$ cat config.mk
export PLATFORM = sky130hd
export DESIGN_NAME = pipelined_shifter
export DESIGN_NICKNAME = d
export VERILOG_FILES = /design/src/rtl/pipelined_shifter.sv
export SDC_FILE = /design/constraint.sdc
export NUM_CORES = 1
export LEC_CHECK = 0
export CAP_MARGIN = 0
export CORE_MARGIN = 4
export CORE_UTILIZATION = 35
export DETAILED_ROUTE_END_ITERATION = 6
export GPL_ROUTABILITY_DRIVEN = 0
export RECOVER_POWER = 100
export SLEW_MARGIN = 20
export SYNTH_ARGS = -nofsm -noshare
export SYNTH_HDL_FRONTEND = slang
export SYNTH_SLANG_ARGS = --single-unit
$ cat constraint.sdc
create_clock -name i_clk -period 3.2 [get_ports i_clk]
set_input_delay 0.8 -clock i_clk [delete_from_list [all_inputs] [get_ports i_clk]]
set_output_delay 0.8 -clock i_clk [all_outputs]
set_load 0.005 [all_outputs]
$ cat src/rtl/pipelined_shifter.sv
// -----------------------------------------------------------------------------
// pipelined_shifter
//   Pipelined barrel shifter: SLL / SRL / SRA, plus ROL / ROR when the macro
//   SHIFTER_ROTATE_EN is defined. The SHW = $clog2(WIDTH) mux levels (level k
//   shifts by 2^k) are distributed ceil(SHW/STAGES) per register stage, so a
//   beat takes exactly STAGES cycles. One global enable
//   (!o_valid | i_ready) advances or freezes the whole pipe.
//
//   Macro: SHIFTER_ROTATE_EN -- compiles in ROL (011) / ROR (100); without it
//   those opcodes report o_illegal with a zero result.
//
// Ports
//   i_clk, i_rst_n        clock (rising edge), async active-low reset
//   i_valid / o_ready     input handshake
//   i_op[2:0]             000 SLL, 001 SRL, 010 SRA, 011 ROL, 100 ROR
//   i_data[WIDTH-1:0]     operand
//   i_shamt[SHW-1:0]      shift amount (mod WIDTH by construction)
//   i_tag[TAG_W-1:0]      sideband tag, passed through
//   o_valid / i_ready     output handshake
//   o_result, o_tag       shifted result and its tag
//   o_illegal             opcode of this beat was illegal / not compiled in
// -----------------------------------------------------------------------------
module pipelined_shifter #(
    parameter  int WIDTH  = 32,
    parameter  int STAGES = 2,
    parameter  int TAG_W  = 5,
    localparam int SHW    = $clog2(WIDTH)
) (
    input  logic             i_clk,
    input  logic             i_rst_n,
    input  logic             i_valid,
    output logic             o_ready,
    input  logic [2:0]       i_op,
    input  logic [WIDTH-1:0] i_data,
    input  logic [SHW-1:0]   i_shamt,
    input  logic [TAG_W-1:0] i_tag,
    output logic             o_valid,
    input  logic             i_ready,
    output logic [WIDTH-1:0] o_result,
    output logic [TAG_W-1:0] o_tag,
    output logic             o_illegal
);
    // Levels per stage; trailing stages may own fewer (or zero) levels.
    localparam int LPS = (SHW + STAGES - 1) / STAGES;

    localparam logic [2:0] OP_SLL = 3'b000;
    localparam logic [2:0] OP_SRL = 3'b001;
    localparam logic [2:0] OP_SRA = 3'b010;
    localparam logic [2:0] OP_ROL = 3'b011;
    localparam logic [2:0] OP_ROR = 3'b100;

    typedef struct packed {
        logic [2:0]       op;
        logic [SHW-1:0]   shamt;
        logic [WIDTH-1:0] data;
        logic [TAG_W-1:0] tag;
        logic             illegal;
        logic             sign;    // MSB of the original operand, SRA fill
    } beat_t;

    // Apply the mux levels owned by stage s to one beat.
    function automatic beat_t f_stage(input beat_t b, input int s);
        beat_t            r;
        logic [WIDTH-1:0] fill;
        int               n;
        r = b;
        for (int k = 0; k < SHW; k++) begin
            if (k >= s * LPS && k < (s + 1) * LPS && r.shamt[k]) begin
                n    = 1 << k;
                fill = r.sign ? ~({WIDTH{1'b1}} >> n) : '0;
                case (r.op)
                    OP_SLL:  r.data = r.data << n;
                    OP_SRL:  r.data = r.data >> n;
                    OP_SRA:  r.data = (r.data >> n) | fill;
`ifdef SHIFTER_ROTATE_EN
                    OP_ROL:  r.data = (r.data << n) | (r.data >> (WIDTH - n));
                    OP_ROR:  r.data = (r.data >> n) | (r.data << (WIDTH - n));
`endif
                    default: r.data = '0;
                endcase
            end
        end
        return r;
    endfunction

    logic              w_en;
    logic              w_illegal;
    beat_t             w_in;
    beat_t             w_pl [STAGES];
    beat_t             r_pl [STAGES];
    logic [STAGES-1:0] r_vld;
    logic [STAGES:0]   w_vld_pipe;
    logic              w_unused_tail;

    assign w_en       = !r_vld[STAGES-1] || i_ready;
    assign w_vld_pipe = {r_vld, i_valid};

    always_comb begin
        w_illegal = 1'b1;
        case (i_op)
            OP_SLL, OP_SRL, OP_SRA: w_illegal = 1'b0;
`ifdef SHIFTER_ROTATE_EN
            OP_ROL, OP_ROR:         w_illegal = 1'b0;
`endif
            default:                w_illegal = 1'b1;
        endcase
    end

    // Illegal beats travel with a zero operand, so every level keeps them at 0.
    always_comb begin
        w_in.op      = i_op;
        w_in.shamt   = i_shamt;
        w_in.data    = w_illegal ? '0 : i_data;
        w_in.tag     = i_tag;
        w_in.illegal = w_illegal;
        w_in.sign    = !w_illegal && i_data[WIDTH-1];
    end

    for (genvar s = 0; s < STAGES; s++) begin : g_link
        if (s == 0) begin : g_head
            assign w_pl[s] = w_in;
        end else begin : g_body
            assign w_pl[s] = r_pl[s-1];
        end
    end

    // Bubbles are registered like beats: valid bits shift in lockstep with data.
    always_ff @(posedge i_clk or negedge i_rst_n) begin
        if (!i_rst_n) begin
            r_vld <= '0;
            for (int s = 0; s < STAGES; s++) r_pl[s] <= '0;
        end else if (w_en) begin
            r_vld <= w_vld_pipe[STAGES-1:0];
            for (int s = 0; s < STAGES; s++) r_pl[s] <= f_stage(w_pl[s], s);
        end
    end

    assign o_ready   = w_en;
    assign o_valid   = r_vld[STAGES-1];
    assign o_result  = r_pl[STAGES-1].data;
    assign o_tag     = r_pl[STAGES-1].tag;
    assign o_illegal = r_pl[STAGES-1].illegal;

    // Control fields are dead once the last stage has applied its levels.
    assign w_unused_tail = ^{r_pl[STAGES-1].op, r_pl[STAGES-1].shamt,
                             r_pl[STAGES-1].sign, w_vld_pipe[STAGES]};
endmodule
### After elaboration in Yosys (flattened, before gate mapping)

Index checks and enable logic that the tools add are counted.

| operators by class | value |
|---|---|
| equal/unequal tests | 4 |
| bitwise operators | 5 |
| reductions and logical operators | 6 |
| muxes and demuxes | 20 |

Operators by type and width:

| cell | count |
|---|---|
| one-hot mux 32 bit (3 select lines) | 5 |
| 2-to-1 mux 32 bit | 14 |
| bitwise OR 16 x 32 -> 32 bit | 1 |
| bitwise OR 24 x 32 -> 32 bit | 1 |
| bitwise OR 28 x 32 -> 32 bit | 1 |
| bitwise OR 30 x 32 -> 32 bit | 1 |
| bitwise OR 31 x 32 -> 32 bit | 1 |
| equality test 3 x 1 -> 1 bit (second input constant) | 2 |
| equality test 3 x 2 -> 1 bit (second input constant) | 2 |
| logical NOT 3 bit | 2 |
| OR reduction 3 bit | 1 |
| logical AND 1 bit | 1 |
| logical NOT 1 bit | 1 |
| logical OR 1 bit | 1 |
| 2-to-1 mux 1 bit | 1 |

| storage, ports and cells | value |
|---|---|
| logic and storage cells | 45 |
| output and inout bits | 40 |
| register bits after elaboration | 87 |

### Longest topological paths before layout

Gate-level depths: netlist of the first run.

| depth | value |
|---|---|
| depth in word-level cells | 15 |
| depth in mapped cells | 10 |
| depth with buffers taken out | 6 |

### Worst setup path before layout of the first run

No wires, ideal clock.

| path | value |
|---|---|
| path type | input to register |
| start point | in i_op[0] |
| end point | reg r_pl[70] (netlist name) |
| arrival time | 2.175 ns |
| slack | 0.873 ns |
| stages on the path | 8 |
| data required time | 3.049 ns |
| cell sequence | buf_6 > buf_12 > buf_12 > a211o_1 > a32oi_2 > nor2_2 > o31ai_1 > a41oi_1 |

| between the ends | value |
|---|---|
| cells in the longest elaborated chain, start to end | 14 |
| elaborated cells between the ends (all ways) | 16 |
| those cells by class | eq/ne: 2; mux: 9; bitwise: 3; reduce/logical: 2 |

RTL lines:

| item | RTL line | RTL |
|---|---|---|
| from (decl) | 33 | `input logic [2:0] i_op,` |
| equality test 3 x 2 -> 1 bit (tied with other cells) | 71, 100 |  |
| OR reduction 3 bit | 100 | `case (i_op)` |
| 2-to-1 mux 32 bit | 113 | `w_in.data = w_illegal ? '0 : i_data;` |
| bitwise OR 31 x 32 -> 32 bit | 74 | `OP_SRA: r.data = (r.data >> n) \| fill;` |
| one-hot mux 32 bit (3 select lines) | 71 | `case (r.op)` |
| 2-to-1 mux 32 bit | 68 | `if (k >= s * LPS && k < (s + 1) * LPS && r.shamt[k]) begin` |
| 2-to-1 mux 32 bit | 132 | `end else if (w_en) begin` |
| bitwise OR 30 x 32 -> 32 bit | 74 |  |
| one-hot mux 32 bit (3 select lines) | 71 |  |
| 2-to-1 mux 32 bit | 68 |  |
| 2-to-1 mux 32 bit | 132 |  |
| bitwise OR 28 x 32 -> 32 bit | 74 |  |
| one-hot mux 32 bit (3 select lines) | 71 |  |
| 2-to-1 mux 32 bit * | 68 |  |

Every way passes the cells marked *; elsewhere a longest branch is shown, timed or not. The select of a mux whose other input is x is not followed.
A chain may end at the register's enable or synchronous reset.

### Final worst setup path of the first run

| path | value |
|---|---|
| start point | in i_ready |
| end point | out o_ready |

| between the ends | value |
|---|---|
| cells in the longest elaborated chain, start to end | 1 |

RTL lines:

| item | RTL line | RTL |
|---|---|---|
| from (decl) | 38 | `input logic i_ready,` |
| logical OR 1 bit | 95 | `assign w_en = !r_vld[STAGES-1] \|\| i_ready;` |
| to (decl) | 32 | `output logic o_ready,` |

Every way passes these cells.

==> results of run 1 <==
-- worst min path at each step --
stage	start	end	slack, ns	cells past startpoint
after floorplan	r_vld[0]	r_vld[0]	0.43	2
after global placement	r_vld[0]	r_vld[1]	0.44	1
after detailed placement	r_pl[51]	r_pl[51]	0.46	2
after CTS	i_rst_n	o_tag[4]	0.42	1
after global routing	o_tag[4]	o_tag[4]	0.48	2
final	o_tag[4]	o_tag[4]	0.46	2
-- kinds of logic after synthesis --
group / Yosys count / share of synthesized area
simple gates: 241 / 0.1679
buf+inv: 140 / 0.1162
mux: 29 / 0.04405
compound gates: 362 / 0.3648
flops: 84 / 0.3046
xor+xnor: 2 / 0.002539
-- state kept, by name, indices dropped and copies added, names as in the netlist --
name	count
o_illegal	1
r_vld	2
r_pl	44
o_result	32
o_tag	5
-- power by group --
group	internal (W)	leakage, nW	total [W]	switching, W
registers	0.00124	1.06	0.00141	0.000174
logic	0.000543	1.99	0.00119	0.000652
clock network	0.000633	0.146	0.00108	0.000450
-- critical path: stages --
cell             delay [ns]
clkdlybuf4s50_1        0.50
nor2b_4                0.05
inv_1                  0.18
dlygate4sd3_1          0.60
-- layout by cell type (no fill, tap or decap), types with 9 or more instances in the layout --
cell,count
o21a_1,19
nand3b_1,9
a2bb2oi_1,10
clkdlybuf4s50_1,44
o21ai_0,74
clkbuf_16,9
a31oi_1,22
dlygate4sd3_1,40
nor2b_1,25
mux2i_1,24
nand3_1,10
o221ai_1,27
dfrtp_1,84
a22oi_1,36
nand2b_1,14
o22ai_1,45
inv_1,22
a211o_1,9
nor2_1,73
nand2_1,78
a21oi_1,54
a22o_1,10
o21ai_1,9
buf_4,30
a32oi_1,10
-- per-layer routing --
layer,share of wire,track usage
met2,0.45,0.2932
met3,0.076,0.02712
met1,0.46,0.2825
met5,0,0
met4,0.016,0.04480
-- metrics by stage --
step | hold slack [ns] | setup slack (ns) | total power, W | area, µm²
2_1_floorplan | 0.4300 | 0.8735 | 0.002241 | 6902
6_report | 0.4623 | 0.2669 | 0.003692 | 8031
3_5_place_dp | 0.4557 | 0.1788 | 0.002679 | 7769
5_1_grt | 0.4829 | 0.2136 | 0.003908 | 8031
4_1_cts | 0.4175 | 0.3817 | 0.003766 | 8079
3_3_place_gp | 0.4393 | 0.1848 | 0.002667 | 7769
-- final cells by class --
type | instances | area share
multi-input cells | 634 | 0.4971
clock inverters | 6 | 0.008880
clock buffers | 10 | 0.02976
well taps | 265 | 0.04128
flip-flops and latches | 84 | 0.2617
repair buffers | 129 | 0.1505
inverters | 23 | 0.01075
==> impl_results.md, run 1 <==
* DR DRC count at 0
* Proportion of layout cells with a drive suffix above 1 at 0.08916
* Startpoint class of the critical path: primary input
* Peak VDD IR at 0.0002320 V
* Pleak at 3.192 nW
* N_diodes at 0
* CTS H-Tree Depth at 3
* Top-count cell post-synth: dfrtp_1
* Chip height at 148.4 µm
* Failing checks: capacitance limit, slew limit
* Setup total negative slack at 0 ns
* Initial antenna violation count at 0
* Longest Clk Path Bufs at 2
* Final Critical Period at 2.933 ns
* Worst-Margin Slew at 1.888 ns
* Maxcap violations at 1
* Area of the mapped netlist at 6902 µm²
* Core region area at 19400 µm²
* Drt pass-1 iters at 6
* Die X at 148.4 µm
* GRT Total Usage at 0.1904
* Postcts setup bufs at 0
* Total Wirelength at 21250 µm
* Slew Viols, Final at 34
* CTS clk-pin slew, worst paths at 0.06 ns
* Seq/Total Area, Yosys at 0.3046
* Outcome: complete, but fails checks
* Iter 0 DRT Violations at 582
* Syn. warnings at 0
* Ys async rst share at 1.000
* DP Cell Count at 1135
* Routed len/inst at 18.47 µm
* Layout Utilization at 0.4140
* Hold/Removal Path Class: flip-flop to flip-flop
* RSZ-0062 raised after global routing: no
* Critical Path RT at 2.40 ns
* Gr ovfl total at 0
* Number of nets in the layout at 930
* Vias in the first global route at 6145
* Die area at 22030 µm²
* Post-Syn Nets at 907
* Largest net degree at the start of global routing at 106
* First-pass GRT wire length at 34130 µm
* Area growth from synthesis to layout at 16.37%
* FMAX at 340.9 MHz
* CTS tree: yes
* Cell row count at 51
* Post-synth top area cell: dfrtp_1
* DP Wirelength at 15740 µm
* CTS Root Cell: clkbuf_16
* Post-synth EDFFs at 0
* Crit path max fanout at 2
* Synth top cells by count: 84 x dfrtp_1, 78 x nand2_1, 72 x nor2_1, 71 x o21ai_0, 54 x a21oi_1
* Fin cells at 1151
* Clk_lat worst skew at 0.34 ns
* Flops & latches, synth at 84
* CTS buffer count at 9
* Final setup vio count at 0
* Setup Crit Path Kind: primary input to output port
* Clock Skew at 0.008752 ns
* CP Launch Point: i_ready
* Power Density at 459.7 nW/µm²
* Multi-input combinational cell area at 3993 µm²
* R2R Setup Slk at 0.90 ns
* R2R depth at 4
* Post-synth top area share at 0.3046
* Netlist cell types at 62
* Cells after Synth at 858
* Post-CTS sizing at 0
* Clock sink total at 84
* Setup crit end: o_ready
* CP Data Arrival Time at 2.13 ns
* Buffers on Ports at 88
* Final antenna-violating net count at 0
* Reg2Reg Launch Point: r_pl[89]
* Critical Path End Type: output port
* Period utilisation layout at 0.9166
* Fillcell total at 2036
* Boundary Pins at 89
* Initial Util at 0.3558
* Via Count at 6689
* CTS Hold Buffers Added at 0
* Reg-to-reg endpoint: o_result[22]
* Main synth FF type: dfrtp_1
* DR vias/cell at 5.811
* Final hold viol count at 0
* Syn_area_per_cell at 8.044 µm²
* Top post-synthesis cells by area: dfrtp_1 30%, o21ai_0 5.1%, buf_4 4.9%
* Seq. cell area at 2102 µm²
* Max transition margin at -0.2590
Power figures use the tool's default switching activity.
==> inputs of run 2 (changes only) <==
--- a/config.mk
+++ b/config.mk
@@ -6,10 +6,12 @@
 export NUM_CORES = 1
 export LEC_CHECK = 0
 export CAP_MARGIN = 0
+export CORE_ASPECT_RATIO = 0.75
 export CORE_MARGIN = 4
 export CORE_UTILIZATION = 35
 export DETAILED_ROUTE_END_ITERATION = 6
 export GPL_ROUTABILITY_DRIVEN = 0
+export GPL_TIMING_DRIVEN = 0
 export RECOVER_POWER = 100
 export SLEW_MARGIN = 20
 export SYNTH_ARGS = -nofsm -noshare
==> run 2 against run 1 <==
The run ends with DRC, capacitance limit, slew limit left. Combinational power rose by 21%. Worst setup slack worse by 0.14 ns. Global-route usage up 4.3 points. Clock-buffer cell count grew 1. Die area increased by 0.10%. Final cell count is 5.4% higher. Register-to-register slack worse by 0.18 ns.
==> impl_results.md, run 2 (synthesized netlist as in run 1, its figures left out) <==
* Outcome: complete, but fails checks (unchanged)
* Failing checks: DRC, capacitance limit, slew limit (was capacitance limit, slew limit)
* WP buf/inv at 4 (was 3)
* FMAX at 325.1 MHz (was 340.9 MHz)
* Final Cell Area at 8364 µm² (was 8031 µm²)
* Hold/Removal Path Class: flip-flop to flip-flop (unchanged)
* Core region area at 19380 µm² (was 19400 µm²)
* Final setup vio count at 0 (unchanged)
* CTS H-Tree Depth at 3 (unchanged)
* DR vias/cell at 6.264 (was 5.811)
* Max transition margin at -0.1111 (was -0.2590)
* N_diodes at 0 (unchanged)
* Most common cell after layout, fill and taps aside: dfrtp_1 (unchanged)
* CTS buffer count at 9 (unchanged)
* Gr ovfl total at 0 (unchanged)
* Initial antenna violation count at 0 (unchanged)
* First-pass GRT wire length at 40610 µm (was 34130 µm)
* CTS Root Cell: clkbuf_16 (unchanged)
* Met2 Track Usage GR at 0.3309 (was 0.2932)
* Largest net degree at the start of global routing at 54 (was 106)
* Routed len/inst at 21.72 µm (was 18.47 µm)
* DR DRC count at 3 (was 0)
* Pleak at 3.390 nW (was 3.192 nW)
* Internal power at 0.002499 W (was 0.002416 W)
* GRT met1 Usage at 0.3500 (was 0.2825)
* Longest Clk Path Bufs at 2 (unchanged)
* Final antenna-violating net count at 0 (unchanged)
* Sw power at 0.001376 W (was 0.001276 W)
* CP Data Arrival Time at 3.29 ns (was 2.13 ns)
* Clock Skew at 0.007130 ns (was 0.008752 ns)
* Delay of the slowest critical-path stage at 0.73 ns (was 0.60 ns)
* Vias in the first global route at 7009 (was 6145)
* Peak VDD IR at 0.0002563 V (was 0.0002320 V)
* Period utilisation layout at 0.9612 (was 0.9166)
* Worst hold path cell count at 2 (unchanged)
* Power Density at 463.4 nW/µm² (was 459.7 nW/µm²)
* Area growth from synthesis to layout at 21.19% (was 16.37%)
* Slew Viols, Final at 33 (was 34)
* Buffers on Ports at 85 (was 88)
* Setup Crit Path Kind: primary input to flip-flop (was primary input to output port)
* Logic pwr share at 0.371 (was 0.323)
* Drt pass-1 iters at 7 (was 6)
* Worst-Margin Slew at 1.667 ns (was 1.888 ns)
* Via Count at 7598 (was 6689)
* Largest Register: r_pl (unchanged)
* Most frequent cell on the critical path: clkbuf_1
* Total Wirelength at 26350 µm (was 21250 µm)
* Post-Place Cell Area at 8094 µm² (was 7769 µm²)
* RSZ-0062 raised after global routing: no (unchanged)
* Proportion of layout cells with a drive suffix above 1 at 0.1198 (was 0.08916)
* Commonest cells after routing, fill and taps aside: 84 x dfrtp_1, 78 x nand2_1, 75 x o21ai_0 (was 84 x dfrtp_1, 78 x nand2_1, 74 x o21ai_0)
* Critical Path End Type: flip-flop (was output port)
* Sw frac at 0.3551 (was 0.3457)
* CTS tree: yes (unchanged)
* DP Cell Count at 1197 (was 1135)
* Fin cells at 1213 (was 1151)
* Iter 0 DRT Violations at 1091 (was 582)
* Crit path max fanout at 10 (was 2)
* Die area at 22050 µm² (was 22030 µm²)
* Crit-path cells: dlygate4sd3_1 > buf_2 > clkbuf_1 > clkbuf_1 > o22ai_1 > o21ai_0 > a21oi_1 (was clkdlybuf4s50_1 > nor2b_4 > inv_1 > dlygate4sd3_1)
* R2R depth at 7 (was 4)
* Clk_lat worst skew at 0.34 ns (about the same)
* Setup total negative slack at 0 ns (unchanged)
* Grt peak-use layer: met1 (was met2)
* Initial Util at 0.3561 (was 0.3558)
* CTS clk-pin slew, worst paths at 0.06 ns (about the same)
* Die X at 170.1 µm (was 148.4 µm)
* Sequential power share at 0.363 (was 0.383)
* Clock share of power at 0.266 (was 0.293)
* Number of nets in the layout at 1004 (was 930)
* Final Critical Period at 3.076 ns (was 2.933 ns)
* Clock sink total at 84 (unchanged)
* Cell row count at 44 (was 51)
* Layout Utilization at 0.4316 (was 0.4140)
* Top delay family on crit path: buffers and inverters (unchanged)
* Largest register FFs at 44 (unchanged)
* Startpoint class of the critical path: primary input (unchanged)
* Maxcap violations at 1 (unchanged)
* Crit path depth at 7 (was 4)
* Critical Path RT at 3.41 ns (was 2.40 ns)
* DP Wirelength at 20170 µm (was 15740 µm)
* CP max-delay cell: dlygate4sd3_1 (unchanged)
* GR Util met3 at 0.06892 (was 0.02712)
* Chip height at 129.6 µm (was 148.4 µm)
* Final hold viol count at 0 (unchanged)
* GRT Total Usage at 0.2332 (was 0.1904)
* Boundary Pins at 89 (unchanged)
-- run 2: timing repair --
item                       CTS  global route
hold buffers                 0             0
gates resized for setup      2             1
setup endpoints to repair    1             5
pin swaps                    0             0
setup buffers                1             0
-- run 2: worst paths after layout --
path	from	end	slack (ns)
min reg2reg	r_pl[53]	r_pl[53]	0.47
min in group asynchronous	i_rst_n	o_result[4]	0.88
max	i_shamt[1]	r_pl[76]	0.12
min	r_pl[53]	r_pl[53]	0.47
max in group asynchronous	i_rst_n	r_pl[76]	0.71
max reg2reg	r_vld[1]	r_pl[47]	0.72
-- run 2: layout make-up --
class	instances	area, µm²
Clock buffer	11	232.7
Inverter	23	87.58
Sequential cell	84	2102
Tap cell	253	316.6
Fill cell	1997	11010
Buffer	116	709.4
Multi-Input combinational cell	634	3998
Timing Repair Buffer	87	855.8
Clock inverter	5	62.56
-- run 2: metal layers --
| metal | wire (µm) | part of all wire |
|---|---|---|
| met1 | 11810 | 0.45 |
| met2 | 10860 | 0.41 |
| met3 | 3218 | 0.12 |
| met4 | 459 | 0.017 |
| met5 | 0 | 0 |
-- run 2: tightest hold or removal path, stage by stage, from the launching register on --
cell     delay [ns]
dfrtp_1        0.34
nand2_1        0.05
nand2_1        0.05
-- run 2: through the flow --
step / power, W / worst slack [ns] / hold WS (ns)
5_1_grt: 0.004082 / 0.04301 / 0.5012
3_5_place_dp: 0.002870 / -0.5763 / 0.4555
4_1_cts: 0.003913 / 0.1306 / 0.4161
2_1_floorplan: 0.002241 / 0.8735 / 0.4300
3_3_place_gp: 0.002858 / -1.718 / 0.4511
6_report: 0.003876 / 0.1243 / 0.4689
-- run 2: power groups by stage --
stage	registers (W)	clock network (W)	logic, W
after floorplan	0.00135	0	0.000890
after global placement	0.00142	0	0.00144
after detailed placement	0.00142	0	0.00145
after CTS	0.00140	0.00105	0.00146
after global routing	0.00142	0.00110	0.00156
final	0.00141	0.00103	0.00144
==> inputs of run 3 (changes only) <==
--- a/config.mk
+++ b/config.mk
@@ -12,7 +12,6 @@
 export DETAILED_ROUTE_END_ITERATION = 6
 export GPL_ROUTABILITY_DRIVEN = 0
 export GPL_TIMING_DRIVEN = 0
-export RECOVER_POWER = 100
 export SLEW_MARGIN = 20
 export SYNTH_ARGS = -nofsm -noshare
 export SYNTH_HDL_FRONTEND = slang
==> run 3 against run 2 <==
Sequential share of layout area fell by 0.11 points. Global-route usage stayed put. The flow now finishes without violations. Combinational power rose by 3%. Cell area increased by 0.45%. Total power increased by 1.2%. Sequential power about the same. Maximum frequency about the same. Highest routed layer unchanged. Clock skew rose by 0.00052 ns. Worst setup slack worse by 0.0020 ns. Largest cell class unchanged.
==> impl_results.md, run 3 (synthesized netlist as in run 1, its figures left out) <==
* Outcome: finished clean (was complete, but fails checks)
* Number of nets in the layout at 1004 (unchanged)
* Most frequent cell on the critical path: clkdlybuf4s50_1 (was clkbuf_1)
* Peak VDD IR at 0.0002545 V (was 0.0002563 V)
* Drt pass-1 iters at 6 (was 7)
* Clock Skew at 0.007652 ns (was 0.007130 ns)
* Initial antenna violation count at 0 (unchanged)
* Die X at 170.1 µm (unchanged)
* Total Wirelength at 26210 µm (was 26350 µm)
* DP Cell Count at 1197 (unchanged)
* Sw power at 0.001378 W (was 0.001376 W)
* Fin cells at 1213 (unchanged)
* DP Wirelength at 20170 µm (unchanged)
* Cell row count at 44 (unchanged)
* RSZ-0062 raised after global routing: no (unchanged)
* Largest net degree at the start of global routing at 54 (unchanged)
* Critical Path RT at 2.40 ns (was 3.41 ns)
* Die area at 22050 µm² (unchanged)
* Buffers on Ports at 85 (unchanged)
* Pleak at 3.339 nW (was 3.390 nW)
* Chip height at 129.6 µm (unchanged)
* Final Cell Area at 8402 µm² (was 8364 µm²)
* Crit path max fanout at 10 (unchanged)
* CTS clk-pin slew, worst paths at 0.06 ns (about the same)
* Sequential power share at 0.359 (was 0.363)
* Power Density at 466.7 nW/µm² (was 463.4 nW/µm²)
* DR vias/cell at 6.250 (was 6.264)
* Commonest cells after routing, fill and taps aside: 84 x clkdlybuf4s50_1, 84 x dfrtp_1, 78 x nand2_1 (was 84 x dfrtp_1, 78 x nand2_1, 75 x o21ai_0)
* Boundary Pins at 89 (unchanged)
* Largest register FFs at 44 (unchanged)
* CTS buffer count at 9 (unchanged)
* Period utilisation layout at 0.9618 (was 0.9612)
* Crit-path cells: clkdlybuf4s50_1 > nor2b_1 > clkinv_2 > clkbuf_2 > clkdlybuf4s50_1 (was dlygate4sd3_1 > buf_2 > clkbuf_1 > clkbuf_1 > o22ai_1 > o21ai_0 > a21oi_1)
* Startpoint class of the critical path: primary input (unchanged)
* CTS Root Cell: clkbuf_16 (unchanged)
* Final Critical Period at 3.078 ns (was 3.076 ns)
* Clock share of power at 0.262 (was 0.266)
* Core region area at 19380 µm² (unchanged)
* Logic pwr share at 0.379 (was 0.371)
* Vias in the first global route at 7009 (unchanged)
* Final hold viol count at 0 (unchanged)
* FMAX at 324.9 MHz (was 325.1 MHz)
* Final antenna-violating net count at 0 (unchanged)
* GRT Total Usage at 0.2332 (unchanged)
* Delay of the slowest critical-path stage at 0.50 ns (was 0.73 ns)
* CTS H-Tree Depth at 3 (unchanged)
* CP max-delay cell: clkdlybuf4s50_1 (was dlygate4sd3_1)
* Internal power at 0.002543 W (was 0.002499 W)
* Critical Path End Type: output port (was flip-flop)
* Slew Viols, Final at 0 (was 33)
* Area growth from synthesis to layout at 21.74% (was 21.19%)
* Largest Register: r_pl (unchanged)
* Initial Util at 0.3561 (unchanged)
* Post-Place Cell Area at 8094 µm² (unchanged)
* Via Count at 7581 (was 7598)
* Hold/Removal Path Class: primary input to asynchronous set/reset pin (was flip-flop to flip-flop)
* Final setup vio count at 0 (unchanged)
* Sw frac at 0.3514 (was 0.3551)
* CP Data Arrival Time at 2.28 ns (was 3.29 ns)
* Longest Clk Path Bufs at 2 (unchanged)
* Clock sink total at 84 (unchanged)
* Routed len/inst at 21.61 µm (was 21.72 µm)
* CTS tree: yes (unchanged)
* Setup Crit Path Kind: primary input to output port (was primary input to flip-flop)
* Proportion of layout cells with a drive suffix above 1 at 0.1229 (was 0.1198)
* Max transition margin at 0.4845 (was -0.1111)
* Iter 0 DRT Violations at 1122 (was 1091)
* N_diodes at 0 (unchanged)
* Clk_lat worst skew at 0.34 ns (about the same)
* DR DRC count at 0 (was 3)
* Worst-Margin Slew at 0.7732 ns (was 1.667 ns)
* Maxcap violations at 0 (was 1)
* First-pass GRT wire length at 40610 µm (unchanged)
* Gr ovfl total at 0 (unchanged)
run 3: cell count changes in the layout (fill, tap and decap cells not counted), sizes merged:
cell           change
dlygate4sd3       -41
clkbuf             -7
clkdlybuf4s50     +41
buf                +7
run 3: metrics by stage:
| stage | utilization | TNS, ns | hold slack, ns | power (W) | setup WS [ns] |
|---|---|---|---|---|---|
| after floorplan | - | 0 | 0.4300 | 0.002241 | 0.8735 |
| after global placement | 0.4164 | -144.99 | 0.4511 | 0.002858 | -1.718 |
| after detailed placement | 0.4177 | -1.632 | 0.4555 | 0.002870 | -0.5763 |
| after CTS | 0.4332 | 0 | 0.4161 | 0.003913 | 0.1306 |
| after global routing | 0.4336 | 0 | 0.4297 | 0.004132 | 0.03980 |
| final | 0.4336 | 0 | 0.3997 | 0.003921 | 0.1222 |
run 3: final timing paths:
check / startpoint / endpoint / slack (ns) / cells past startpoint
min reg2reg: r_vld[0] / r_vld[0] / 0.47 / 2
min in group i_clk: r_vld[0] / r_vld[0] / 0.47 / 2
max reg2reg: r_pl[91] / o_result[15] / 0.82 / 6
max: i_ready / o_ready / 0.12 / 5
min: i_rst_n / o_result[17] / 0.40 / 1
max in group asynchronous: i_rst_n / r_pl[76] / 2.20 / 2
run 3: what timing repair did:
item                       CTS  global route
buffers inserted             1             0
gates resized for setup      2             1
setup endpoints to repair    1             5
hold buffers                 0             0
run 3: power by group through the flow:
| stage | clock network (W) | logic, W | registers (W) |
|---|---|---|---|
| 3_3_place_gp | 0 | 0.00144 | 0.00142 |
| 5_1_grt | 0.00110 | 0.00161 | 0.00142 |
| 6_report | 0.00103 | 0.00148 | 0.00141 |
| 4_1_cts | 0.00105 | 0.00146 | 0.00140 |
| 2_1_floorplan | 0 | 0.000890 | 0.00135 |
| 3_5_place_dp | 0 | 0.00145 | 0.00142 |
run 3: layout make-up:
cell class	instances	area, µm²
sequential	84	2102
fill	1996	10980
timing repair buffer	87	883.3
multi-input combinational	634	4004
clock inverter	5	62.56
tap	253	316.6
inverter	23	87.58
buffer	116	713.2
clock buffer	11	232.7
run 3: per-layer routing:
layer	share of wire	up-vias	GRT usage
li1	-	3362	-
met4	0.016	0	0.04789
met3	0.12	41	0.06892
met1	0.45	3648	0.3500
met2	0.41	530	0.3309
met5	0	-	0
run 3: worst max-delay path, delay by kind of cell:
kind / cells / cell delay (ns)
AND/OR/NAND/NOR: 1 / 0.22
buffers and inverters: 4 / 1.24
